[src/rtl/mem_port_arbiter_pkg.sv]
// Shared encodings for the memory port arbiter: FSM states, beat counts, port indices.
package mem_port_arbiter_pkg;

  localparam logic [1:0] IDLE = 2'd0;
  localparam logic [1:0] XFER = 2'd1;
  localparam logic [1:0] DONE = 2'd2;

  localparam int BEATS_WORD = 4;
  localparam int BEATS_BYTE = 1;

  localparam logic P_CORE = 1'b0;
  localparam logic P_AUX  = 1'b1;

  // Index of the final beat of a transfer.
  function automatic logic [1:0] last_beat(input logic word);
    return word ? 2'(BEATS_WORD - 1) : 2'(BEATS_BYTE - 1);
  endfunction

endpackage

[src/rtl/mem_port_arbiter_rr_arb2.sv]
// Two-way round-robin picker: combinational one-hot grant, pointer = last served port.
// Zero latency; a losing request simply stays pending until the pointer favours it.
module rr_arb2
  import mem_port_arbiter_pkg::*;
#(
  parameter bit FIRST0 = 1'b1
) (
  input  logic       clk,
  input  logic       reset,
  input  logic [1:0] req,
  input  logic       upd,
  input  logic       upd_port,
  output logic [1:0] gnt
);

  logic last;

  // Pointer starts on the port that should lose the first contention.
  always_ff @(posedge clk or negedge reset) begin
    if (!reset) begin
      last <= FIRST0 ? P_AUX : P_CORE;
    end else if (upd) begin
      last <= upd_port;
    end
  end

  always_comb begin
    gnt = 2'b00;
    case (req)
      2'b01:   gnt = 2'b01;
      2'b10:   gnt = 2'b10;
      2'b11:   gnt = (last == P_AUX) ? 2'b01 : 2'b10;
      default: gnt = 2'b00;
    endcase
  end

endmodule

[src/rtl/mem_port_arbiter.sv]
// Shares one byte-wide memory port between two requesters; words run as 4 big-endian byte beats.
// gnt 1 cycle after req is sampled, done N+1 cycles after; a loser holds req until granted.
module mem_port_arbiter
  import mem_port_arbiter_pkg::*;
#(
  parameter int WIDTH       = 8,
  parameter bit PRIO0_FIRST = 1'b1
) (
  input  logic               clk,
  input  logic               reset,
  input  logic               req0,
  input  logic               req1,
  input  logic               we0,
  input  logic               we1,
  input  logic               word0,
  input  logic               word1,
  input  logic [WIDTH-1:0]   adr0,
  input  logic [WIDTH-1:0]   adr1,
  input  logic [4*WIDTH-1:0] wdata0,
  input  logic [4*WIDTH-1:0] wdata1,
  output logic               gnt0,
  output logic               gnt1,
  output logic               done0,
  output logic               done1,
  output logic [4*WIDTH-1:0] rdata0,
  output logic [4*WIDTH-1:0] rdata1,
  output logic [WIDTH-1:0]   adr,
  output logic [WIDTH-1:0]   writedata,
  output logic               memwrite,
  input  logic [WIDTH-1:0]   memdata
);

  typedef struct packed {
    logic               port;
    logic               we;
    logic               word;
    logic [WIDTH-1:0]   base;
    logic [4*WIDTH-1:0] wdata;
  } cmd_t;

  logic [1:0]         state;
  cmd_t               cmd;
  cmd_t               cmd_nxt;
  logic [1:0]         beat;
  logic [1:0]         pick;
  logic [4*WIDTH-1:0] rbuf;
  logic [4*WIDTH-1:0] rd_merged;

  // Beat address stays inside the aligned word: the low two bits wrap, never carry.
  function automatic logic [WIDTH-1:0] beat_adr(input cmd_t c, input logic [1:0] k);
    return {c.base[WIDTH-1:2], c.base[1:0] + k};
  endfunction

  function automatic logic [WIDTH-1:0] beat_byte(input cmd_t c, input logic [1:0] k);
    return c.word ? c.wdata[(3 - int'(k))*WIDTH +: WIDTH] : c.wdata[WIDTH-1:0];
  endfunction

  rr_arb2 #(.FIRST0(PRIO0_FIRST)) u_rr (
    .clk      (clk),
    .reset    (reset),
    .req      ({req1, req0}),
    .upd      (state == DONE),
    .upd_port (cmd.port),
    .gnt      (pick)
  );

  always_comb begin
    cmd_nxt       = cmd;
    cmd_nxt.port  = pick[1];
    cmd_nxt.we    = pick[1] ? we1    : we0;
    cmd_nxt.word  = pick[1] ? word1  : word0;
    cmd_nxt.base  = pick[1] ? adr1   : adr0;
    cmd_nxt.wdata = pick[1] ? wdata1 : wdata0;
    if (cmd_nxt.word) begin
      cmd_nxt.base[1:0] = 2'b00;
    end
  end

  // Read byte of the current beat merged into its lane; byte reads use lane 0.
  always_comb begin
    int lane;
    lane      = cmd.word ? (3 - int'(beat)) : 0;
    rd_merged = rbuf;
    rd_merged[lane*WIDTH +: WIDTH] = memdata;
  end

  always_ff @(posedge clk or negedge reset) begin
    if (!reset) begin
      state     <= IDLE;
      cmd       <= '0;
      beat      <= 2'd0;
      rbuf      <= '0;
      adr       <= '0;
      writedata <= '0;
      memwrite  <= 1'b0;
      gnt0      <= 1'b0;
      gnt1      <= 1'b0;
      done0     <= 1'b0;
      done1     <= 1'b0;
      rdata0    <= '0;
      rdata1    <= '0;
    end else begin
      gnt0  <= 1'b0;
      gnt1  <= 1'b0;
      done0 <= 1'b0;
      done1 <= 1'b0;
      case (state)
        IDLE: begin
          if (|pick) begin
            cmd       <= cmd_nxt;
            beat      <= 2'd0;
            rbuf      <= '0;
            adr       <= beat_adr(cmd_nxt, 2'd0);
            writedata <= beat_byte(cmd_nxt, 2'd0);
            memwrite  <= cmd_nxt.we;
            gnt0      <= pick[0];
            gnt1      <= pick[1];
            state     <= XFER;
          end
        end
        XFER: begin
          if (!cmd.we) begin
            rbuf <= rd_merged;
          end
          if (beat == last_beat(cmd.word)) begin
            memwrite <= 1'b0;
            done0    <= (cmd.port == P_CORE);
            done1    <= (cmd.port == P_AUX);
            // rdata only changes at completion so it stays stable between dones.
            if (!cmd.we && cmd.port == P_CORE) begin
              rdata0 <= rd_merged;
            end
            if (!cmd.we && cmd.port == P_AUX) begin
              rdata1 <= rd_merged;
            end
            state <= DONE;
          end else begin
            beat      <= beat + 2'd1;
            adr       <= beat_adr(cmd, beat + 2'd1);
            writedata <= beat_byte(cmd, beat + 2'd1);
          end
        end
        DONE: begin
          state <= IDLE;
        end
        default: begin
          state <= IDLE;
        end
      endcase
    end
  end

endmodule

[config.mk]
export PLATFORM = sky130hd
export DESIGN_NAME = mem_port_arbiter
export DESIGN_NICKNAME = d
export VERILOG_FILES = /design/src/rtl/mem_port_arbiter_pkg.sv /design/src/rtl/mem_port_arbiter_rr_arb2.sv /design/src/rtl/mem_port_arbiter.sv
export SDC_FILE = /design/constraint.sdc
export NUM_CORES = 1
export LEC_CHECK = 0
export ABC_CLOCK_PERIOD_IN_PS = 4050
export BUFFER_PORTS_ARGS = -buffer_cell sky130_fd_sc_hd__buf_2
export CORE_MARGIN = 3
export CORE_UTILIZATION = 48
export CTS_CLUSTER_SIZE = 10
export DETAILED_ROUTE_END_ITERATION = 10
export MAX_ROUTING_LAYER = met4
export PLACE_DENSITY = 0.71
export SYNTH_ARGS = -nofsm -noshare
export SYNTH_HDL_FRONTEND = slang
export SYNTH_SLANG_ARGS = --single-unit
[constraint.sdc]
create_clock -name clk -period 4.05 [get_ports clk]
set_clock_uncertainty 0.2 [all_clocks]
set_input_delay 0 -clock clk [delete_from_list [all_inputs] [get_ports clk]]
set_output_delay 0 -clock clk [all_outputs]
set_load 0.01 [all_outputs]
# == Yosys cells after proc, flatten, opt, wreduce, memory -nomap -nowiden ==
# Cells that the tools add are included.
# totals
regBits,165
output_inout_bits,85
word_cells,88
# classes
addsub,5
eq_ne,10
shifts,3
muxes,38
bitwise,1
n_reduce_logical,13
# op_table
op,count
$mux W32,3
$pmux W32 S2,1
$mux W8,7
$neg A32 Y33,1
$shift A8 B33 Y32 const A,1
$shiftx A8 B33 Y32,1
$bwmux W32,1
$pmux W8 S2,2
$shiftx A32 B6 Y8,1
$mux W29,1
$reduce_and A3 Y1,5
$mux W2,7
$mux W1,12
$ne A2 B2 Y1 const B,4
$pmux W2 S2,2
$eq A2 B2 Y1 const B,3
$pmux W2 S3,1
$sub A2 B2 Y3 const A,2
$eq A2 B1 Y1 const B,2
$reduce_and A2 Y1,2
$add A2 B1 Y2 const B,1
$add A2 B2 Y2,1
$eq A2 B2 Y1,1
$logic_and A1 B1 Y1,2
6 further kinds,6

# == Longest topological paths before layout ==
# Gate-level depths: netlist of the first run.
# depth
word_depth,7
mapped_depth,11

# == Cells and area by module ==
# From an unflattened synthesis of the first run, not the netlist that was laid out.
# unflattened
hier_cells,705
area_unflattened_um2,7682.4
# modules_own_cells
mod,instances,cells_per_inst,area_per_inst_um2,seq_area_each_um2
mem_port_arbiter,1,699,7621.1,4103.9
rr_arb2,1,6,61.3,26.3

# == Worst setup path after synthesis of the first run ==
# No wires, ideal clock.
# synth_timing
path_kind,reg-to-reg
start,reg beat[0]
end,reg rbuf[16]
arrival_time_ps,2536
required_ps,3783
slack_ps,1247
path_stages_with_launch,11
n_path_buf,3
synth_period_minus_slack_ps,2803
cell_sequence,dfrtp_1 buf_2 buf_2 inv_1 ha_1 clkinv_1 ha_1 nor3_2 and3_1 buf_2 a22o_1
# synth_via
elab_chain_cells,7
# synth_lines
element,line_no,source
"start, declared",mem_port_arbiter.sv:44,logic [1:0] beat;
"start signal, assigned",mem_port_arbiter.sv:138,beat <= beat + 2'd1;
$sub A2 B2 Y3 (*),mem_port_arbiter.sv:82,lane = cmd.word ? (3 - int'(beat)) : 0;
$mux W29 (*),mem_port_arbiter.sv:82,
$neg A32 Y33 (*),mem_port_arbiter.sv:84,rd_merged[lane*WIDTH +: WIDTH] = memdata;
$shiftx A8 B33 Y32 / $shift A8 B33 Y32 (equally long branches),mem_port_arbiter.sv:84,
$bwmux W32 (*),mem_port_arbiter.sv:84,
$mux W32 (*),mem_port_arbiter.sv:122,if (!cmd.we) begin
$pmux W32 S2 (*),mem_port_arbiter.sv:107,case (state)
"end signal, assigned",mem_port_arbiter.sv:123,rbuf <= rd_merged;
"end, declared",mem_port_arbiter.sv:46,logic [4*WIDTH-1:0] rbuf;
# Every way passes the cells marked *; elsewhere a longest branch is shown, timed or not. The select of a mux whose other input is x is not followed.
# A chain may end at the register's enable or synchronous reset.

# == Final worst setup path of the first run ==
# layout_timing
start,reg cmd[40] (netlist name)
end,reg rbuf[14]
# layout_via
elab_chain_cells,6
# layout_lines
element,line_no,source
"start, declared",mem_port_arbiter.sv:42,cmd_t cmd;
"start signal, assigned",mem_port_arbiter.sv:110,cmd <= cmd_nxt;
$mux W29 (*),mem_port_arbiter.sv:82,
$neg A32 Y33 (*),mem_port_arbiter.sv:84,
$shiftx A8 B33 Y32 / $shift A8 B33 Y32 (equally long branches),mem_port_arbiter.sv:84,
$bwmux W32 (*),mem_port_arbiter.sv:84,
$mux W32 (*),mem_port_arbiter.sv:122,
$pmux W32 S2 (*),mem_port_arbiter.sv:107,
# Marks and branches as above.

==> results of run 1 <==
==> registers in the layout, summed over array words and instances (netlist names) <==
register and cells:
gnt1 1, memwrite 1, rdata0 32, beat 2
done0 1, state 2, writedata 8, rbuf 32
cmd 43, gnt0 1, done1 1, u_rr.last 1
rdata1 32, adr 8
==> cell usage after synthesis, types with 7 or more instances <==
cell,instances
dfrtp_1,164
a21oi_1,90
nor2_1,75
nand2_1,64
mux2i_1,32
a22oi_1,31
buf_2,24
o21ai_0,24
nor2b_1,17
a211oi_1,16
a22o_1,16
o2bb2ai_1,16
o22ai_1,15
clkbuf_1,11
mux2_2,11
a32oi_1,8
buf_4,8
a221o_1,7
ha_1,7
==> placed cells by master, fill, tap and decap left out, types with 4 or more instances in the layout <==
cell             n
a211oi_1        16
a21oi_1         90
a221o_1          7
a22o_1          16
a22oi_1         31
a32oi_1          8
buf_2          179
buf_4            4
clkbuf_16       17
clkbuf_8         4
dfrtp_1        164
dlygate4sd3_1  112
ha_1             7
inv_1            6
mux2_2          11
mux2_4           5
mux2i_1         32
nand2_1         64
nor2_1          75
nor2_2           4
nor2b_1         17
o21ai_0         24
o22ai_1         15
o2bb2ai_1       16
==> worst paths after layout <==
path	cells past startpoint	startpoint	endpoint	slack [ns]
worst max register to register	6	cmd[40]	rbuf[14]	0.89
worst min-delay path	3	req0	gnt1	0.02
worst min register to register	2	cmd[8]	cmd[8]	0.26
max in group asynchronous	3	reset	writedata[1]	2.71
worst max-delay path	6	cmd[40]	rbuf[14]	0.89
min in group asynchronous	2	reset	rdata1[1]	0.07
==> worst min-delay path: cells and delay by family <==
family | cells | cell delay (ns)
AOI/OAI and AO/OA | 1 | 0.18
buffers and inverters | 1 | 0.12
and+or+nand+nor | 1 | 0.26
==> area by class of cell <==
type / instances / area, um2 / share of cell area (%)
well taps: 211 / 264.0 / 2.580
inverters: 8 / 32.53 / 0.3179
flip-flops and latches: 165 / 4130 / 40.36
repair buffers: 297 / 2078 / 20.31
clock inverters: 8 / 121.4 / 1.186
multi-input cells: 479 / 3114 / 30.44
clock buffers: 24 / 491.7 / 4.806
==> stage by stage <==
stage / std cells / area (um2) / power, mW / hold slack [ns] / util [%]
after CTS: 1192 / 10230 / 7.880 / 0.0008015 / 66.81
after detailed placement: 1048 / 8498 / 6.032 / -0.002529 / 55.49
after floorplan: 700 / 7541 / 5.078 / -0.4956 / -
after global routing: 1192 / 10230 / 8.439 / 0.02240 / 66.81
after global placement: 1048 / 8498 / 5.954 / -0.001587 / 55.49
final: 1192 / 10230 / 7.870 / 0.01558 / 66.81
==> power by group through the flow <==
| stage | Clock [mW] | Sequential, mW | Combinational (mW) |
|---|---|---|---|
| detailed placement | 0 | 2.87 | 3.17 |
| floorplan | 0 | 2.95 | 2.13 |
| global placement | 0 | 2.85 | 3.10 |
| CTS | 1.69 | 2.85 | 3.35 |
| finish | 1.66 | 2.85 | 3.36 |
| global route | 1.76 | 2.94 | 3.73 |
==> kinds of logic (layout without fill, tap and decap cells) <==
kind of cell             after synthesis  after routing
multiplexers                          48             48
adder cells (fa/ha/maj)                7              7
AND/OR/NAND/NOR                      185            185
XOR/XNOR                               3              3
buffers and inverters                 56            337
flip-flops                           165            165
AO/OA/AOI/OAI                        236            236
==> layer usage <==
layer  GRT usage, %  vias to the layer above
li1               -                     3062
met1          29.66                     3065
met2          40.58                      254
met3          5.168                       36
met4          7.876                        0
met5              -                        -
==> flow_summary_export.csv, run 1 <==
group,metric,value,unit
status,status,"finished clean",
clock_network,ctsResizeCount,0,
pwr,power.leakage,4.675,nW
timing,hold_viol,0,
detailed_routing,vias_per_cell,5.383,
clock_network,cts_htree_levels,4,
finish,drive_gt1_share,25.69,%
clock_network,ctsHoldBuffers,112,
job,cap_violations,0,
clock_network,cts_tree,"built",
floorplan,die_h,131.3,um
synth,ys_top_cells_by_area,"dfrtp_1 (54%), a21oi_1 (6.0%), mux2i_1 (4.2%)",
placement,port_buffers,180,
floorplan,die_x,131.3,um
worst_setup_path,end_kind,"register",
detailed_routing,routed_wl,19.92,mm
global_route,grt_pass1_vias,6573,
synth,synthCells,700,
detailed_routing,wl_met2,10.10,mm
finish,fin_nets,1071,
floorplan,io_pins,181,
pwr,p_int,4.875,mW
timing,slew_headroom,30.77,%
clock_network,insertion_delay,0.42,ns
pwr,power_frac_seq,36.2,%
synth,syn_nets,803,
pwr,power_density,769.1,nW/um2
detailed_routing,ant_nets,0,
clock_network,cts_root_buf,"clkbuf_16",
pwr,clkPwrFrac,21.1,%
synth,synthXorXnorAreaFrac,0.3484,%
worst_setup_path,path_common_cell,"ha_1",
clock_network,cts_buffers,17,
worst_setup_path,arrival,3.32,ns
global_route,track_usage,24.26,%
timing,setup_tns,0,ns
timing,rsz0062_at_grt,"false",
timing,period_minus_slack,3.161,ns
synth,yosys.area_share.simple,12.16,%
clock_network,clkSlewWorstSetupHoldPaths,0.06,ns
synth,synth-seq-area-share,54.77,%
pwr,p_switching,2.996,mW
synth,synthMuxAreaShare,6.886,%
detailed_routing,route.met3.wl,1.216,mm
pwr,combPwrFrac,42.7,%
worst_setup_path,critPathBufInv,1,
synth,netlist_area,7541,um2
clock_network,clock-sinks,165,
synth,yosys_warnings,0,
global_route,grt_pass1_wl,33.08,mm
synth,synth_top_family_by_area,"compound AO/OA/AOI/OAI gates",
timing,setup_violations,0,
hold_path,hold_path.class,"in -> reg",
synth,synth-seq-cells,165,
floorplan,core_area,15310,um2
finish,syn2layout_area_growth,35.69,%
detailed_routing,drcViolationCount,0,
detailed_routing,wl_met1,8.193,mm
synth,syn_area_per_cell,10.77,um2
placement,place_congestion,0.8056,
floorplan,start_util,49.24,%
worst_setup_path,slowest_delay,0.62,ns
synth,yosysUniqueCellTypes,57,
timing,final-max-slew-violation-count,0,
synth,synth_edf_count,0,
synth,yosysTopAreaCell,"dfrtp_1",
worst_setup_path,path_cells,"ha_1 -> clkinv_1 -> ha_1 -> nor3_2 -> and2_0 -> a22o_1",
worst_setup_path,worstPathRequired,4.21,ns
synth,synth-adder-area-share,1.161,%
synth,synth_compound_area_share,20.56,%
detailed_routing,vias,6417,
worst_setup_path,cp-start-kind,"register",
worst_setup_path,path_delay_family,"simple AND/OR/NAND/NOR gates",
detailed_routing,top_layer_used,"met4",
detailed_routing,wl_per_cell,16.71,um
timing,fmax,0.3163,GHz
synth,synth-async-reset-ratio,100.0,%
synth,synthFlopType,"dfrtp_1",
finish,fill_cells,1193,
clock_network,cts_setup_buffers,0,
detailed_routing,dr.first_iter.drc_count,368,
placement,place_hpwl,12.24,mm
global_route,overflow,0,
worst_setup_path,worstPathMaxFanout,15,
timing,worst_slew_pin_slew,1.038,ns
floorplan,row_count,45,
synth,synth_top_area_share,54.42,%
timing,finalCritPeriodShare,78.05,%
detailed_routing,drt_pass1_iterations,6,
pwr,swShare,38.06,%
worst_setup_path,cp_slowest_cell,"dfrtp_1",
pwr,vdd_drop_max,0.4229,mV
floorplan,dieArea,17250,um2
worst_setup_path,worstSetupPathType,"reg -> reg",
clock_network,clock_path_buffers,2,
global_route,antenna_found_initial,0,
placement,place_ws,0.9116,ns
finish,n_antenna_cell,0,
global_route,grt_max_degree,109,
timing,timing.final.ws_setup,0.8889,ns
No activity file was read; power rests on OpenSTA's default activity.
==> run 2: changes to the inputs <==
Settings changed: ABC_AREA set to 1, ABC_CLOCK_PERIOD_IN_PS 4050 to 3200, PLACE_DENSITY 0.71 to 0.7.
Clock period 4.05 ns to 3.2 ns, I/O delays scaled along.
==> run 2 against run 1 <==
Effect of this change: flip-flop and latch count unchanged; synthesized cell count grew 42%; critical path type unchanged; largest power group unchanged; power rose by 30%; utilization decreased by 0.61 points; largest cell class unchanged; highest routed layer unchanged; sequential power up 21%; setup slack lost 0.71 ns; design area grew 3.5%; die area rose by 4.6%; combinational power is 33% higher; global-route usage up 2.2 points.
==> flow_summary_export.csv, run 2 <==
group,metric,value,unit
global_route,overflow,0,
synth,syn_nets,1095,
detailed_routing,vias,7477,
synth,yosys_warnings,0,
synth,synthCells,992,
synth,yosysUniqueCellTypes,33,
pwr,vdd_drop_max,0.5153,mV
global_route,track_usage,26.48,%
hold_path,whs_path_depth,9,
finish,regMostFlops,"cmd",
floorplan,io_pins,181,
floorplan,die_x,134.3,um
placement,place_hpwl,14.72,mm
clock_network,clkSlewWorstSetupHoldPaths,0.06,ns
worst_setup_path,end_kind,"register",
clock_network,cts_setup_buffers,0,
timing,setup_violations,0,
pwr,finalPower,10.23,mW
hold_path,worstHoldEndpoint,"writedata[0]",
timing,period_minus_slack,3.023,ns
synth,synthXorXnorAreaFrac,0.1108,%
worst_setup_path,ff2ff_path_depth,8,
worst_setup_path,worstPathMaxFanout,24,
synth,yosys.area_share.simple,22.95,%
floorplan,dieArea,18040,um2
synth,synth-seq-cells,165,
finish,post-route-util,66.20,%
timing,fmax,0.3308,GHz
synth,post-synth-top-count-cell,"nand2_1",
synth,synth-adder-area-share,1.108,%
detailed_routing,ant_nets,0,
synth,synth_compound_area_share,13.94,%
global_route,grt_pass1_vias,7467,
finish,syn2layout_area_growth,34.00,%
synth,synth_edf_count,0,
hold_path,hold_path.class,"in -> reg",
finish,n_antenna_cell,0,
synth,ys_top_cells_by_area,"dfrtp_1 (52%), nand2_1 (16%), o21ai_0 (8.7%)",
global_route,grt_max_degree,86,
detailed_routing,wl_per_cell,15.20,um
detailed_routing,routed_wl,22.51,mm
floorplan,core_area,16000,um2
timing,final-max-slew-violation-count,0,
clock_network,ctsResizeCount,0,
hold_path,min_from,"wdata1[0]",
worst_setup_path,arrival,3.13,ns
job,cap_violations,0,
timing,finalCritPeriodShare,94.47,%
worst_setup_path,worstPathRequired,3.31,ns
clock_network,clock_path_buffers,2,
worst_setup_path,slowest_delay,0.59,ns
synth,synthMuxAreaShare,0,%
pwr,power.leakage,5.425,nW
global_route,grt_pass1_wl,37.14,mm
worst_setup_path,cp_slowest_cell,"dlygate4sd3_1",
floorplan,row_count,46,
floorplan,start_util,49.41,%
worst_setup_path,cp-start-kind,"register",
worst_setup_path,reg2reg_to,"memwrite",
placement,dpl.cell_count,1356,
timing,setup_tns,0,ns
placement,place_ws,0.5526,ns
synth,synth_top_area_share,51.92,%
timing,worst_slew_pin_slew,0.6242,ns
clock_network,cts_root_buf,"clkbuf_16",
synth,yosysTopAreaCell,"dfrtp_1",
finish,layout_commonest_cell,"nand2_1",
detailed_routing,dr.first_iter.drc_count,518,
finish,fin_nets,1359,
detailed_routing,drcViolationCount,0,
synth,synthTopCellsByCount,"nand2_1 (334), dfrtp_1 (164), o21ai_0 (138)",
floorplan,die_h,134.3,um
clock_network,cts_tree,"built",
timing,timing.final.ws_setup,0.1769,ns
clock_network,ctsHoldBuffers,97,
synth,synth-seq-area-share,52.25,%
worst_setup_path,rrSetupSlack,0.18,ns
detailed_routing,drt_pass1_iterations,6,
worst_setup_path,path_delay_family,"buffers and inverters",
synth,synthFlopType,"dfrtp_1",
clock_network,insertion_delay,0.43,ns
finish,layout_common_cells,"nand2_1 (334), buf_2 (179), dfrtp_1 (164)",
worst_setup_path,worstSetupPathType,"reg -> reg",
placement,place_congestion,0.8979,
finish,instances_no_fill,1481,
worst_setup_path,critPathBufInv,3,
clock_network,cts_buffers,17,
timing,hold_viol,0,
global_route,antenna_found_initial,0,
finish,drive_gt1_share,19.05,%
timing,slew_headroom,58.32,%
detailed_routing,vias_per_cell,5.049,
status,status,"finished clean",
placement,port_buffers,180,
synth,syn_area_per_cell,7.969,um2
clock_network,clock-sinks,165,
worst_setup_path,path_cells,"nand2_2 -> nand2_2 -> inv_1 -> o21ai_0 -> o21bai_1 -> dlygate4sd3_1 -> nand2_1 -> dlygate4sd3_1",
finish,largest_reg_flops,43,
timing,rsz0062_at_grt,"false",
synth,netlist_area,7905,um2
synth,synth_top_family_by_area,"simple AND/OR/NAND/NOR gates",
clock_network,cts_htree_levels,4,
pwr,power_density,966.2,nW/um2
synth,synth-async-reset-ratio,100.0,%
worst_setup_path,worstReg2RegStart,"u_rr.last",
## run 2: cell families (layout without fill, tap and decap cells)
family,Yosys count,count (layout)
AO/OA/AOI/OAI,200,200
XOR/XNOR,1,1
adder cells (fa/ha/maj),7,7
buffers and inverters,182,455
flip-flops,165,165
AND/OR/NAND/NOR,437,437
## run 2: per-layer routing
metal  global-route usage (%)  wire length, um  part of all wire (%)  vias to the layer above
li1                         -                -                     -                     3663
met1                    33.07             9378                    42                     3514
met2                    43.72            11350                    50                      256
met3                    4.614             1254                   5.6                       44
met4                    9.389              522                   2.3                        0
met5                        -                0                     0                        -
## run 2: worst max path at each step
| stage | startpoint | endpoint | slack [ns] | cells after the start |
|---|---|---|---|---|
| after floorplan | beat[0] | rdata1[16] | 0.76 | 13 |
| after global placement | cmd[40] | rdata1[17] | 0.67 | 10 |
| after detailed placement | cmd[40] | rdata1[16] | 0.55 | 10 |
| after CTS | u_rr.last | memwrite | 0.22 | 8 |
| after global routing | u_rr.last | memwrite | 0.04 | 8 |
| final | u_rr.last | memwrite | 0.18 | 8 |
## run 2: where the power goes
part / total (mW) / switching (mW) / internal (mW)
combinational: 4.48 / 2.82 / 1.67
clock: 2.30 / 0.811 / 1.49
sequential: 3.45 / 0.484 / 2.97
total: 10.2 / 4.11 / 6.12
## run 2: through the flow
step / hold slack (ns) / instance area [um2]
6_report: 0.03374 / 10590
5_1_grt: 0.07926 / 10590
4_1_cts: 0.01263 / 10590
3_5_place_dp: -0.2583 / 8956
3_3_place_gp: -0.2616 / 8956
2_1_floorplan: -0.4956 / 7905
## run 2: area by class of cell
cell class,instances,area [um2]
Tap cell,216,270.3
Clock inverter,9,202.7
Sequential cell,165,4130
Clock buffer,19,452.9
Inverter,136,510.5
Timing Repair Buffer,291,2006
Multi-Input combinational cell,645,3020
Fill cell,1373,5408
## run 2: tightest hold or removal path: cells and delay by family
family / cells / cell delay (ns)
AND/OR/NAND/NOR: 7 / 0.51
buffers and inverters: 2 / 0.11
